$ cat src/rtl/fetch_sequencer_pkg.sv
// Shared definitions for the fetch sequencer: address width, timeout default,
// FSM state encoding and the latched instruction payload.
package fetch_sequencer_pkg;

  localparam int unsigned PC_W            = 9;
  localparam int unsigned TIMEOUT_CYC_DEF = 64;

  typedef enum logic [2:0] {
    ST_IDLE   = 3'd0,
    ST_F_OP   = 3'd1,
    ST_F_OP1  = 3'd2,
    ST_F_OP2  = 3'd3,
    ST_F_LAST = 3'd4,
    ST_START  = 3'd5,
    ST_EXEC   = 3'd6,
    ST_HALT   = 3'd7
  } state_e;

  typedef struct packed {
    logic [7:0] opcode;
    logic [7:0] operand1;
    logic [7:0] operand2;
  } instr_t;

  // Byte offset from PC that a fetch state puts on the ROM address bus.
  function automatic logic [1:0] fetch_offset(input state_e st);
    logic [1:0] off;
    off = 2'd0;
    case (st)
      ST_F_OP1: off = 2'd1;
      ST_F_OP2: off = 2'd2;
      default:  off = 2'd0;
    endcase
    return off;
  endfunction

  function automatic logic is_rom_read(input state_e st);
    return (st == ST_F_OP) || (st == ST_F_OP1) || (st == ST_F_OP2);
  endfunction

endpackage

$ cat src/rtl/fetch_sequencer_pc_unit.sv
// Architectural PC register: jump load or modulo-2^PC_W advance by instruction
// size, where a zero size is treated as one byte and flagged.
module fetch_sequencer_pc_unit
  import fetch_sequencer_pkg::*;
(
  input  logic            clk,
  input  logic            sys_rst,
  input  logic            ld_en,
  input  logic            jmp_en,
  input  logic [PC_W-1:0] jmp_addr,
  input  logic [1:0]      instr_size,
  output logic [PC_W-1:0] pc,
  output logic [PC_W-1:0] pc_next_c,
  output logic            size_zero_c
);

  logic [PC_W-1:0] pc_q;
  logic [PC_W-1:0] pc_d;
  logic [PC_W-1:0] step_c;

  always_comb begin
    pc_d        = pc_q;
    size_zero_c = 1'b0;
    step_c      = (instr_size == 2'd0) ? PC_W'(1) : PC_W'(instr_size);
    if (ld_en) begin
      if (jmp_en) begin
        pc_d = jmp_addr;
      end else begin
        pc_d        = pc_q + step_c;
        size_zero_c = (instr_size == 2'd0);
      end
    end
  end

  always_ff @(posedge clk) begin
    if (sys_rst) begin
      pc_q <= '0;
    end else begin
      pc_q <= pc_d;
    end
  end

  assign pc        = pc_q;
  assign pc_next_c = pc_d;

endmodule

$ cat src/rtl/fetch_sequencer.sv
// Instruction fetch sequencer: reads opcode + two operands from a synchronous
// ROM, starts the decoder, then advances, jumps or halts on dec_done.
module fetch_sequencer
  import fetch_sequencer_pkg::*;
#(
  parameter int unsigned TIMEOUT_CYC = TIMEOUT_CYC_DEF
) (
  input  logic            clk,
  input  logic            sys_rst,
  input  logic            run,
  output logic            rom_rd_en,
  output logic [PC_W-1:0] rom_addr,
  input  logic [7:0]      rom_data,
  output logic [7:0]      instr_byte,
  output logic [7:0]      operand1,
  output logic [7:0]      operand2,
  output logic            cmd_start,
  input  logic            dec_done,
  input  logic [1:0]      instr_size,
  input  logic            jmp_en,
  input  logic [PC_W-1:0] jmp_addr,
  input  logic            pc_hlt,
  output logic [PC_W-1:0] pc,
  output logic            busy,
  output logic            halted,
  output logic            timeout_err,
  output logic            size_err
);

  localparam int unsigned CNT_W = $clog2(TIMEOUT_CYC + 1);

  state_e          state_q, state_d;
  logic [CNT_W-1:0] tmo_q, tmo_d;
  instr_t          instr_q, instr_d;
  logic            rom_rd_en_q, rom_rd_en_d;
  logic [PC_W-1:0] rom_addr_q, rom_addr_d;
  logic            cmd_start_q, cmd_start_d;
  logic            busy_q, busy_d;
  logic            halted_q, halted_d;
  logic            timeout_err_q, timeout_err_d;
  logic            size_err_q, size_err_d;

  logic            pc_ld_c;
  logic [PC_W-1:0] pc_next_c;
  logic            size_zero_c;

  fetch_sequencer_pc_unit u_pc_unit (
    .clk         (clk),
    .sys_rst     (sys_rst),
    .ld_en       (pc_ld_c),
    .jmp_en      (jmp_en),
    .jmp_addr    (jmp_addr),
    .instr_size  (instr_size),
    .pc          (pc),
    .pc_next_c   (pc_next_c),
    .size_zero_c (size_zero_c)
  );

  // Next-state, byte latching, timeout counting and PC load control.
  always_comb begin
    state_d       = state_q;
    tmo_d         = tmo_q;
    instr_d       = instr_q;
    timeout_err_d = timeout_err_q;
    pc_ld_c       = 1'b0;
    case (state_q)
      ST_IDLE: begin
        if (run) state_d = ST_F_OP;
      end
      ST_F_OP: begin
        state_d = ST_F_OP1;
      end
      ST_F_OP1: begin
        instr_d.opcode = rom_data;
        state_d        = ST_F_OP2;
      end
      ST_F_OP2: begin
        instr_d.operand1 = rom_data;
        state_d          = ST_F_LAST;
      end
      ST_F_LAST: begin
        instr_d.operand2 = rom_data;
        state_d          = ST_START;
      end
      ST_START: begin
        tmo_d   = '0;
        state_d = ST_EXEC;
      end
      ST_EXEC: begin
        if (dec_done) begin
          if (pc_hlt) begin
            state_d = ST_HALT;
          end else begin
            pc_ld_c = 1'b1;
            state_d = run ? ST_F_OP : ST_IDLE;
          end
        end else if (tmo_q == CNT_W'(TIMEOUT_CYC - 1)) begin
          state_d       = ST_HALT;
          timeout_err_d = 1'b1;
        end else begin
          tmo_d = tmo_q + CNT_W'(1);
        end
      end
      ST_HALT: begin
        state_d = ST_HALT;
      end
      default: begin
        state_d = ST_IDLE;
      end
    endcase
  end

  // Registered outputs are derived from the next state so they line up with it.
  always_comb begin
    size_err_d  = size_err_q | size_zero_c;
    rom_rd_en_d = is_rom_read(state_d);
    rom_addr_d  = rom_addr_q;
    if (rom_rd_en_d) begin
      rom_addr_d = pc_next_c + PC_W'(fetch_offset(state_d));
    end
    cmd_start_d = (state_d == ST_START);
    busy_d      = (state_d != ST_IDLE) && (state_d != ST_HALT);
    halted_d    = (state_d == ST_HALT);
  end

  always_ff @(posedge clk) begin
    if (sys_rst) begin
      state_q <= ST_IDLE;
    end else begin
      state_q <= state_d;
    end
  end

  always_ff @(posedge clk) begin
    if (sys_rst) begin
      tmo_q         <= '0;
      instr_q       <= '0;
      rom_rd_en_q   <= 1'b0;
      rom_addr_q    <= '0;
      cmd_start_q   <= 1'b0;
      busy_q        <= 1'b0;
      halted_q      <= 1'b0;
      timeout_err_q <= 1'b0;
      size_err_q    <= 1'b0;
    end else begin
      tmo_q         <= tmo_d;
      instr_q       <= instr_d;
      rom_rd_en_q   <= rom_rd_en_d;
      rom_addr_q    <= rom_addr_d;
      cmd_start_q   <= cmd_start_d;
      busy_q        <= busy_d;
      halted_q      <= halted_d;
      timeout_err_q <= timeout_err_d;
      size_err_q    <= size_err_d;
    end
  end

  assign rom_rd_en   = rom_rd_en_q;
  assign rom_addr    = rom_addr_q;
  assign instr_byte  = instr_q.opcode;
  assign operand1    = instr_q.operand1;
  assign operand2    = instr_q.operand2;
  assign cmd_start   = cmd_start_q;
  assign busy        = busy_q;
  assign halted      = halted_q;
  assign timeout_err = timeout_err_q;
  assign size_err    = size_err_q;

endmodule

$ cat config.mk
export PLATFORM = sky130hd
export DESIGN_NAME = fetch_sequencer
export DESIGN_NICKNAME = d
export VERILOG_FILES = /design/src/rtl/fetch_sequencer_pkg.sv /design/src/rtl/fetch_sequencer_pc_unit.sv /design/src/rtl/fetch_sequencer.sv
export SDC_FILE = /design/constraint.sdc
export NUM_CORES = 1
export LEC_CHECK = 0
export CORE_MARGIN = 3
export CORE_UTILIZATION = 50
export DETAILED_ROUTE_END_ITERATION = 10
export HOLD_SLACK_MARGIN = 0.1
export PLACE_DENSITY = 0.83
export SYNTH_ARGS = -nofsm -noshare
export SYNTH_HDL_FRONTEND = slang
export SYNTH_SLANG_ARGS = --single-unit
$ cat constraint.sdc
create_clock -name clk -period 6.4 [get_ports clk]
set_input_delay 1.28 -clock clk [delete_from_list [all_inputs] [get_ports clk]]
set_output_delay 1.28 -clock clk [all_outputs]
set_load 0.01 [all_outputs]
[Word level (Yosys, flattened, before mapping)]
Index checks and enable logic that the tools add are counted.
Word-level totals
  output and inout bits: 48
  bits of input ports: 25
  register bits: 58
  word-level logic and storage cells: 62
Operators by class
  reduce and logical (&&, ||, !) cells: 9
  bitwise gates (word level): 2
  $add $sub $neg: 3
  equal/unequal tests: 16
  muxes and demuxes: 19
Operators with widths (number)
  $pmux 3 s8: 1
  $eq 3x3->1 const B: 6
  $mux 9: 2
  $mux 7: 2
  $pmux 7 s2: 1
  $eq 3x2->1 const B: 4
  $mux 3: 4
  $add 9x2->9: 1
  $add 9x9->9: 1
  $add 7x1->7 const B: 1
  $eq 7x6->1 const B: 1
  $eq 3x1->1 const B: 2
  $mux 1: 6
  $reduce_and 3->1: 2
  $mux 2: 2
  $ne 2x2->1 const B: 2
  $pmux 2 s2: 1
  $logic_not 3->1: 1
  $ne 3x3->1 const B: 1
  $reduce_bool 3->1: 1
  $logic_not 2->1: 1
  $logic_or 1x1->1: 2
  $reduce_bool 2->1: 1
  $logic_and 1x1->1: 1
  other kinds (2): 2

[Logic depth before layout (Yosys ltp)]
Gate-level depths: netlist of the first run.
  word-level depth: 9
  depth in mapped cells: 14
  gate-level depth less buffers: 14

[Modules after synthesis]
From an unflattened synthesis of the first run, not the netlist that was laid out.
Second synthesis, totals
  cells, all modules: 307
  area, all modules: 2829.0 µm²
By module, submodules not included
  fetch_sequencer: area each 2174.6 µm², seq. area each 980.9 µm², instances 1, cells an instance 221
  fetch_sequencer_pc_unit: area each 654.4 µm², seq. area each 180.2 µm², instances 1, cells an instance 86

[Worst setup path after synthesis of the first run]
No wires, ideal clock.
  kind: input to register
  start point: in instr_size[0]
  end point: reg rom_addr_q[8], in the netlist rom_addr[8]
  path buffers: 0
  data required time: 6.312 ns
  data arrival time: 3.777 ns
  setup slack: 2.535 ns
  cell stages on the path: 11
  cells stage by stage: nand2b_1 -> ha_1 -> inv_1 -> fa_1 -> o211ai_1 -> o21ai_0 -> fa_1 -> or3_4 -> nor4_4 -> nand3_1 -> a311oi_2
Between the ends
  word-level cells in the longest chain between the ends: 6
Ends and longest elaborated chain
  from (decl): RTL line fetch_sequencer.sv:19  | input logic [1:0] instr_size,
  $logic_not 2->1: RTL line fetch_sequencer_pc_unit.sv:24  | step_c = (instr_size == 2'd0) ? PC_W'(1) : PC_W'(instr_size);
  $mux 2 (*): RTL line fetch_sequencer_pc_unit.sv:24
  $add 9x9->9 (*): RTL line fetch_sequencer_pc_unit.sv:29  | pc_d = pc_q + step_c;
  $mux 9 (*): RTL line fetch_sequencer_pc_unit.sv:26  | if (jmp_en) begin
  $mux 9 (*): RTL line fetch_sequencer_pc_unit.sv:25  | if (ld_en) begin
  $add 9x2->9 (*): RTL line fetch_sequencer.sv:119  | rom_addr_d = pc_next_c + PC_W'(fetch_offset(state_d));
  to (signal assigned): RTL line fetch_sequencer.sv:149  | rom_addr_q <= rom_addr_d;
  to (decl): RTL line fetch_sequencer.sv:36  | logic [PC_W-1:0] rom_addr_q, rom_addr_d;
Mark *: on every way between the ends. The rest lies on a longest branch, timed or not.
A chain may end at the register's enable or synchronous reset.

[Final worst setup path of the first run]
  start point: in instr_size[1]
  end point: reg rom_addr_q[8], in the netlist rom_addr[8]
The elaborated chain is that of the path after synthesis.

==> run summary, run 1 <==
status -> complete, no violations
Final Hold Fails -> 0
CTS H-tree depth -> 3
Mapped Area -> 2790 µm²
routed via count -> 2467
port buffer count -> 72
combinational family with the most area after synthesis -> simple AND/OR/NAND/NOR gates
Post-Synth Simple-Gate Area -> 0.246
achievable frequency -> 0.237 GHz
Post-synth top cells -> dfxtp_1, nor2_1, nand2_1, a21oi_1, mux2i_1
final net count -> 414
filler instances -> 421
HP Class -> flop to flop
post-synthesis average cell area -> 8.81 µm²
power per cell area -> 230 nW/µm²
Syn Nets -> 349
wire length of the first global-routing pass -> 10900 µm
reg2reg start -> state_q[1]
crit path max fanout -> 4
post-DR wirelength/cell -> 14.4 µm
Yosys top cell area share -> 0.416
top area cells in the synthesized netlist -> dfxtp_1, nor2_1, mux2i_1
XOR/XNOR Fraction of Synth Area -> 0.0345
max-slew violations -> 0
Peak VDD IR -> 154 µV
CTS sink cnt -> 58
Async SR Flop Fraction -> 0
Tcrit/Tclk final -> 0.658
total die area -> 6520 µm²
Final GP Congestion -> 0.868
drt pass-1 iters -> 4
Static Leak -> 1.36 nW
Ant. Diodes -> 0
post-route ant nets -> 0
crit-path cells -> clkdlybuf4s50_1, nand2b_1, ha_1, inv_1, fa_1, o211ai_1, o21ai_0, fa_1, or3_4, nor4_4, nand3_1, a311oi_2
Unique masters post-synth -> 57
Initial Util -> 0.533
post-synthesis mux area share -> 0.0685
final core utilization -> 0.709
Remaining DRCs -> 0
Num CTS Buffers -> 9
global route total overflow -> 0
DP HPWL -> 4630 µm
Routed met3 length -> 509 µm
Routed WL -> 6600 µm
most frequent cell after synthesis -> dfxtp_1
unrepaired setup endpoints after global routing -> false
CP endpoint kind -> flop
worst-margin pin slew -> 1130 ps
Worst Path Buf+Inv -> 2
MaxCap Viol Count -> 0
chip width -> 80.7 µm
Worst-path clk slew -> 70 ps
DIE HEIGHT -> 80.7 µm
Final min period -> 4210 ps
Yosys top cell by area -> dfxtp_1
Critical Path Max Stage Delay -> 520 ps
Synth Instances -> 317
TritonCTS clock tree -> built
highest routed metal layer -> met4
largest net degree at the start of global routing -> 52
Slowest cell on crit path -> clkdlybuf4s50_1
M1 wire length -> 2890 µm
total track usage -> 0.216
Post-synth EDFFs -> 0
CTS max path bufs -> 2
core area -> 5240 µm²
required time of the critical path -> 6650 ps
Detailed Route Iter0 Violations -> 134
root buf cell -> clkbuf_8
vias in the first global route -> 2404
setup TNS -> 0 ps
critical path's top delay family -> adder cells
Critical Path AT -> 4460 ps
FF+latch count, synth -> 58
Critical Path Source -> instr_size[1]
Compound-Gate Fraction of Synth Area -> 0.153
Startpoint Class -> input pin
area share of fa/ha/maj cells after synthesis -> 0.0367
clock skew -> 5.93 ps
Layout area overhead -> 33.0%
most used cell, CP -> fa_1
final setup vio count -> 0
metal2 WL -> 3050 µm
post-synthesis sequential area ratio -> 0.416
row cnt -> 26
post-CTS setup buffers -> 0
Clk Latency, worst-skew pair -> 340 ps
main flop type after synthesis -> dfxtp_1
HP Start -> operand1[4]
layout cells sized above 1 -> 0.106
post-place instance area -> 3520 µm²
Syn. warnings -> 0
# hold bufs at CTS -> 0
initial antenna violation count -> 0
Max-Slew Margin vs Limit -> 0.241
design area -> 3710 µm²
critical path class -> input pin to flop
# IOs -> 73
Vias per Instance -> 5.40
post-CTS sizing -> 0
## metrics by stage
stage	hold WS [ps]	cells	total power [mW]	worst slack, ps
floorplan	458	317	0.472	2530
global placement	441	441	0.528	1930
detailed placement	448	441	0.531	1840
CTS	456	457	0.861	2190
global route	488	457	0.891	1970
finish	457	457	0.853	2190
## report_power, final
| group | leakage (nW) | internal (mW) | total, mW | switching, mW |
|---|---|---|---|---|
| clock | 0.0873 | 0.178 | 0.331 | 0.153 |
| combinational | 0.799 | 0.0664 | 0.128 | 0.0617 |
| sequential | 0.471 | 0.379 | 0.394 | 0.0155 |
| total | 1.36 | 0.623 | 0.853 | 0.230 |
## final timing paths
path | slack [ps] | cells past startpoint | endpoint
worst max-delay path | 2190 | 12 | rom_addr[8]
worst min-delay path | 460 | 2 | operand1[4]
worst max register to register | 2960 | 8 | rom_addr[8]
worst min register to register | 460 | 2 | operand1[4]
## kinds of logic after synthesis
logic type                 Yosys count
AOI/OAI and AO/OA                   60
and+or+nand+nor                    133
adders and majority gates            7
xor gates and xnor gates            11
buffers and inverters               29
DFF                                 58
muxes                               19
## layer usage
layer | vias up | GRT usage
li1 | 1220 | -
met1 | 1147 | 0.270
met2 | 85 | 0.345
met3 | 15 | 0.0565
met4 | 0 | 0.110
met5 | - | 0
## cell usage in the layout (no fill, tap or decap), drive strengths merged, types with 3 or more instances in the layout
master         instances
clkdlybuf4s50         71
dfxtp                 58
nor2                  55
nand2                 32
a21oi                 20
mux2i                 18
inv                   11
xor2                   9
clkbuf                 9
a211oi                 9
o21ai                  9
nor3                   8
nand3                  7
nor2b                  5
ha                     5
nand2b                 5
nor4                   5
clkinvlp               4
o22a                   3
a21o                   3
nand4                  3
nor3b                  3
## final cells by class
cell class | instances | area, µm² | share of cell area
Inverter | 11 | 41.3 | 0.0111
Multi-Input combinational cell | 230 | 1520 | 0.408
Timing Repair Buffer | 72 | 716 | 0.193
Tap cell | 70 | 87.6 | 0.0236
Clock inverter | 7 | 70.1 | 0.0189
Sequential cell | 58 | 1160 | 0.313
Clock buffer | 9 | 124 | 0.0333
## tightest hold or removal path, cell delays in order (launching register included)
cell	delay [ps]
dfxtp_1	310
nand2_1	50
a21oi_1	50
## flip-flops by register name, summed over array words and instances, names as in the netlist
name and cells:
size_err 1, operand1 8, rom_rd_en 1, halted 1, instr_byte 8, state_q 3, timeout_err 1, rom_addr 9
tmo_q 7, u_pc_unit.pc 9, operand2 8, cmd_start 1, busy 1
No activity file was read; power rests on OpenSTA's default activity.
==> inputs of run 2 (changes only) <==
Settings changed: CORE_UTILIZATION 50 to 49, PLACE_DENSITY 0.83 to 0.81.
Clock period 6.4 ns to 4.35 ns, I/O delays scaled along.
==> run 2 against run 1 <==
Effect of this change:
- via count decreased by 1.0%
- register-to-register slack got worse by 1900 ps
- clock-buffer cell count up 1
- total power is 43% higher
- die area grew 1.9%
- largest power group unchanged
- cell count increased by 0.66%
- global-route usage up 0.37 points
==> run summary, run 2 (synthesis gave the netlist of run 1 again) <==
Worst-path clk slew -> 70 ps
total track usage -> 0.220
Hold Crit Depth -> 2
final core utilization -> 0.702
TritonCTS clock tree -> built
Peak VDD IR -> 201 µV
reg2reg start -> state_q[2]
largest net degree at the start of global routing -> 52
filler instances -> 432
wire length of the first global-routing pass -> 11100 µm
cells on worst reg2reg path -> 10
Initial Util -> 0.527
row cnt -> 26
total die area -> 6640 µm²
Ant. Diodes -> 0
Num CTS Buffers -> 9
CP endpoint kind -> flop
Final GP Congestion -> 0.862
Vias per Instance -> 5.31
worst-margin pin slew -> 959 ps
final cell count without fillers -> 460
reg2reg end -> rom_addr[8]
Static Leak -> 1.37 nW
HP Class -> flop to flop
Tcrit/Tclk final -> 0.882
Critical Path AT -> 4080 ps
design area -> 3720 µm²
clock skew -> 7.78 ps
Placed Cells -> 444
min setup slack post-route -> 513 ps
power per cell area -> 327 nW/µm²
final setup vio count -> 0
metal2 WL -> 3280 µm
WHS -> 458 ps
most used cell, CP -> fa_1
final net count -> 417
DP HPWL -> 4760 µm
highest routed metal layer -> met4
Remaining DRCs -> 0
MaxCap Viol Count -> 0
Final min period -> 3840 ps
# IOs -> 73
Clk Latency, worst-skew pair -> 340 ps
post-route ant nets -> 0
most frequent cells in the layout -> clkdlybuf4s50_1, dfxtp_1, nor2_1
crit path max fanout -> 4
core area -> 5300 µm²
end of the worst hold path -> operand1[1]
Overall Power -> 1.22 mW
routed via count -> 2442
Startpoint Class -> input pin
Layout area overhead -> 33.3%
DIE HEIGHT -> 81.5 µm
Critical Path Max Stage Delay -> 530 ps
post-CTS sizing -> 0
root buf cell -> clkbuf_8
unrepaired setup endpoints after global routing -> false
setup TNS -> 0 ps
Final Hold Fails -> 0
most common library cell in the layout ignoring fill and taps -> clkdlybuf4s50_1
chip width -> 81.5 µm
post-place instance area -> 3540 µm²
M1 wire length -> 3040 µm
initial antenna violation count -> 0
drt pass-1 iters -> 4
required time of the critical path -> 4590 ps
CTS sink cnt -> 58
HP Start -> operand1[1]
port buffer count -> 72
Detailed Route Iter0 Violations -> 150
post-DR wirelength/cell -> 14.8 µm
Routed WL -> 6800 µm
vias in the first global route -> 2396
CTS H-tree depth -> 3
critical path class -> input pin to flop
# hold bufs at CTS -> 0
post-CTS setup buffers -> 0
Routed met3 length -> 335 µm
Setup WS pre-CTS -> 191 ps
layout cells sized above 1 -> 0.113
global route total overflow -> 0
Slowest cell on crit path -> clkdlybuf4s50_1
crit-path cells -> clkdlybuf4s50_1, nand2b_1, ha_1, inv_1, fa_1, o211ai_1, o21ai_0, fa_1, or3_4, nor4_4, nand3_1, a311oi_2
max-slew violations -> 0
worst reg2reg setup slack -> 1090 ps
CTS max path bufs -> 2
status -> complete, no violations
Max-Slew Margin vs Limit -> 0.360
achievable frequency -> 0.261 GHz
-- run 2: how the worst max path moves through the flow --
stage,startpoint,end,cells past startpoint
after CTS,instr_size[1],rom_addr[8],12
after global routing,instr_size[1],rom_addr[8],12
after global placement,instr_size[1],rom_addr[8],12
after floorplan,instr_size[0],rom_addr[8],11
final,instr_size[1],rom_addr[8],12
after detailed placement,instr_size[1],rom_addr[8],12
-- run 2: cell type report --
cell class                      instances  area [µm²]  area share
Multi-Input combinational cell        230        1520       0.407
Sequential cell                        58        1160       0.312
Timing Repair Buffer                   75         738       0.198
Clock buffer                           10         138      0.0370
Tap cell                               70        87.6      0.0235
Clock inverter                          6        42.5      0.0114
Inverter                               11        41.3      0.0111
-- run 2: report_power, final --
part | leakage (nW) | internal (mW) | switching [mW]
Combinational | 0.814 | 0.0991 | 0.0918
Clock | 0.0882 | 0.221 | 0.225
Sequential | 0.471 | 0.558 | 0.0231
-- run 2: layer usage --
| layer | vias to the layer above | track usage |
|---|---|---|
| li1 | 1229 | - |
| met1 | 1138 | 0.277 |
| met2 | 63 | 0.357 |
| met3 | 12 | 0.0439 |
| met4 | 0 | 0.111 |
| met5 | - | 0 |
-- run 2: worst max-delay path, delay by kind of cell --
| kind | cells | cell delay, ps |
|---|---|---|
| buffers and inverters | 2 | 600 |
| and+or+nand+nor | 4 | 840 |
| adders and majority gates | 3 | 1100 |
| AOI/OAI and AO/OA | 3 | 680 |
==> inputs of run 3 (changes only) <==
--- a/config.mk
+++ b/config.mk
@@ -7,8 +7,9 @@
 export LEC_CHECK = 0
 export CORE_MARGIN = 3
-export CORE_UTILIZATION = 49
+export CORE_UTILIZATION = 50
+export CTS_BUF_LIST = sky130_fd_sc_hd__clkbuf_2 sky130_fd_sc_hd__clkbuf_4 sky130_fd_sc_hd__clkbuf_8
 export DETAILED_ROUTE_END_ITERATION = 10
 export HOLD_SLACK_MARGIN = 0.1
-export PLACE_DENSITY = 0.81
+export PLACE_DENSITY = 0.83
 export SYNTH_ARGS = -nofsm -noshare
 export SYNTH_HDL_FRONTEND = slang
==> constraint.sdc (replaced) <==
create_clock -name clk -period 4.35 [get_ports clk]
set_input_delay 0.87 -clock clk [delete_from_list [all_inputs] [get_ports clk]]
set_output_delay 0.87 -clock clk [all_outputs]
set_load 0.05 [all_outputs]
==> run 3 against run 2 <==
Effect of this change:
- global-route usage grew 0.43 points
- largest cell class unchanged
- sequential power about the same
- largest power group unchanged
- sequential share of layout area shrank 0.094 points
- clock skew decreased by 4.2 ps
==> run summary, run 3 (synthesis gave the netlist of run 1 again) <==
status -> complete, no violations
post-route ant nets -> 0
drt pass-1 iters -> 4
Max-Slew Margin vs Limit -> 0.384
required time of the critical path -> 4600 ps
post-DR wirelength/cell -> 14.4 µm
CTS max path bufs -> 2
initial antenna violation count -> 0
critical path class -> input pin to flop
Final GP Congestion -> 0.849
MaxCap Viol Count -> 0
wire length of the first global-routing pass -> 11100 µm
post-CTS setup buffers -> 0
achievable frequency -> 0.263 GHz
root buf cell -> clkbuf_8
final net count -> 416
post-CTS sizing -> 0
DP HPWL -> 4650 µm
global route total overflow -> 0
HP Class -> flop to flop
filler instances -> 415
most common library cell in the layout ignoring fill and taps -> clkdlybuf4s50_1
footprint of the multi-input gates -> 1520 µm²
max-slew violations -> 0
crit path max fanout -> 4
layout cells sized above 1 -> 0.111
core area -> 5240 µm²
WHS -> 452 ps
Remaining DRCs -> 0
power per cell area -> 358 nW/µm²
Final Hold Fails -> 0
# IOs -> 73
vias in the first global route -> 2400
final setup vio count -> 0
Layout area overhead -> 33.7%
CP endpoint kind -> flop
chip width -> 80.7 µm
TritonCTS clock tree -> built
Worst-path clk slew -> 60 ps
routed via count -> 2462
clock skew -> 3.60 ps
total track usage -> 0.224
Peak VDD IR -> 267 µV
unrepaired setup endpoints after global routing -> false
DIE HEIGHT -> 80.7 µm
Critical Path AT -> 4060 ps
# hold bufs at CTS -> 0
Placed Cells -> 443
Routed WL -> 6610 µm
Startpoint Class -> input pin
Detailed Route Iter0 Violations -> 106
Tcrit/Tclk final -> 0.875
Final min period -> 3800 ps
row cnt -> 26
Num CTS Buffers -> 9
port buffer count -> 72
largest net degree at the start of global routing -> 52
Initial Util -> 0.533
FF/Latch Area -> 1160 µm²
Clk Latency, worst-skew pair -> 340 ps
CTS sink cnt -> 58
setup TNS -> 0 ps
total die area -> 6520 µm²
final cell count without fillers -> 459
Static Leak -> 1.39 nW
CTS H-tree depth -> 3
worst-margin pin slew -> 921 ps
Vias per Instance -> 5.36
most frequent cells in the layout -> clkdlybuf4s50_1, dfxtp_1, nor2_1
Ant. Diodes -> 0
[run 3: worst paths after layout]
kind / start / endpoint / slack [ps] / cells after the start
max: instr_size[1] / rom_addr[8] / 550 / 12
max reg2reg: state_q[2] / rom_addr[8] / 1080 / 10
min reg2reg: operand1[7] / operand1[7] / 450 / 2
min: operand1[7] / operand1[7] / 450 / 2
[run 3: layout make-up]
type                    instances  share of cell area
inverters                      11              0.0111
flip-flops and latches         58               0.311
repair buffers                 74               0.196
clock buffers                  11              0.0389
well taps                      70              0.0235
multi-input cells             230               0.406
clock inverters                 5              0.0144
[run 3: critical path, stage by stage]
cell and delay, ps:
clkdlybuf4s50_1 530, nand2b_1 80, ha_1 190, inv_1 70, fa_1 400, o211ai_1 180
o21ai_0 240, fa_1 490, or3_4 420, nor4_4 210, nand3_1 130, a311oi_2 230
[run 3: where the power goes]
part,total [mW],switching (mW),internal [mW]
clock,0.499,0.215,0.284
combinational,0.259,0.160,0.0988
sequential,0.580,0.0227,0.558
total,1.34,0.398,0.941
[run 3: per-stage QoR]
| stage | util | power, mW | setup WS (ps) | cell area, µm² |
|---|---|---|---|---|
| after CTS | 0.713 | 1.35 | 536 | 3730 |
| after detailed placement | 0.675 | 0.852 | 193 | 3540 |
| final | 0.713 | 1.34 | 545 | 3730 |
| after floorplan | - | 0.764 | 880 | 2790 |
| after global routing | 0.713 | 1.40 | 307 | 3730 |
| after global placement | 0.675 | 0.848 | 299 | 3540 |
[run 3: layer usage]
metal	vias to the layer above	part of all wire	global-route usage
li1	1220	-	-
met2	78	0.47	0.355
met5	-	0	0
met4	0	0.023	0.101
met3	13	0.075	0.0854
met1	1151	0.44	0.271
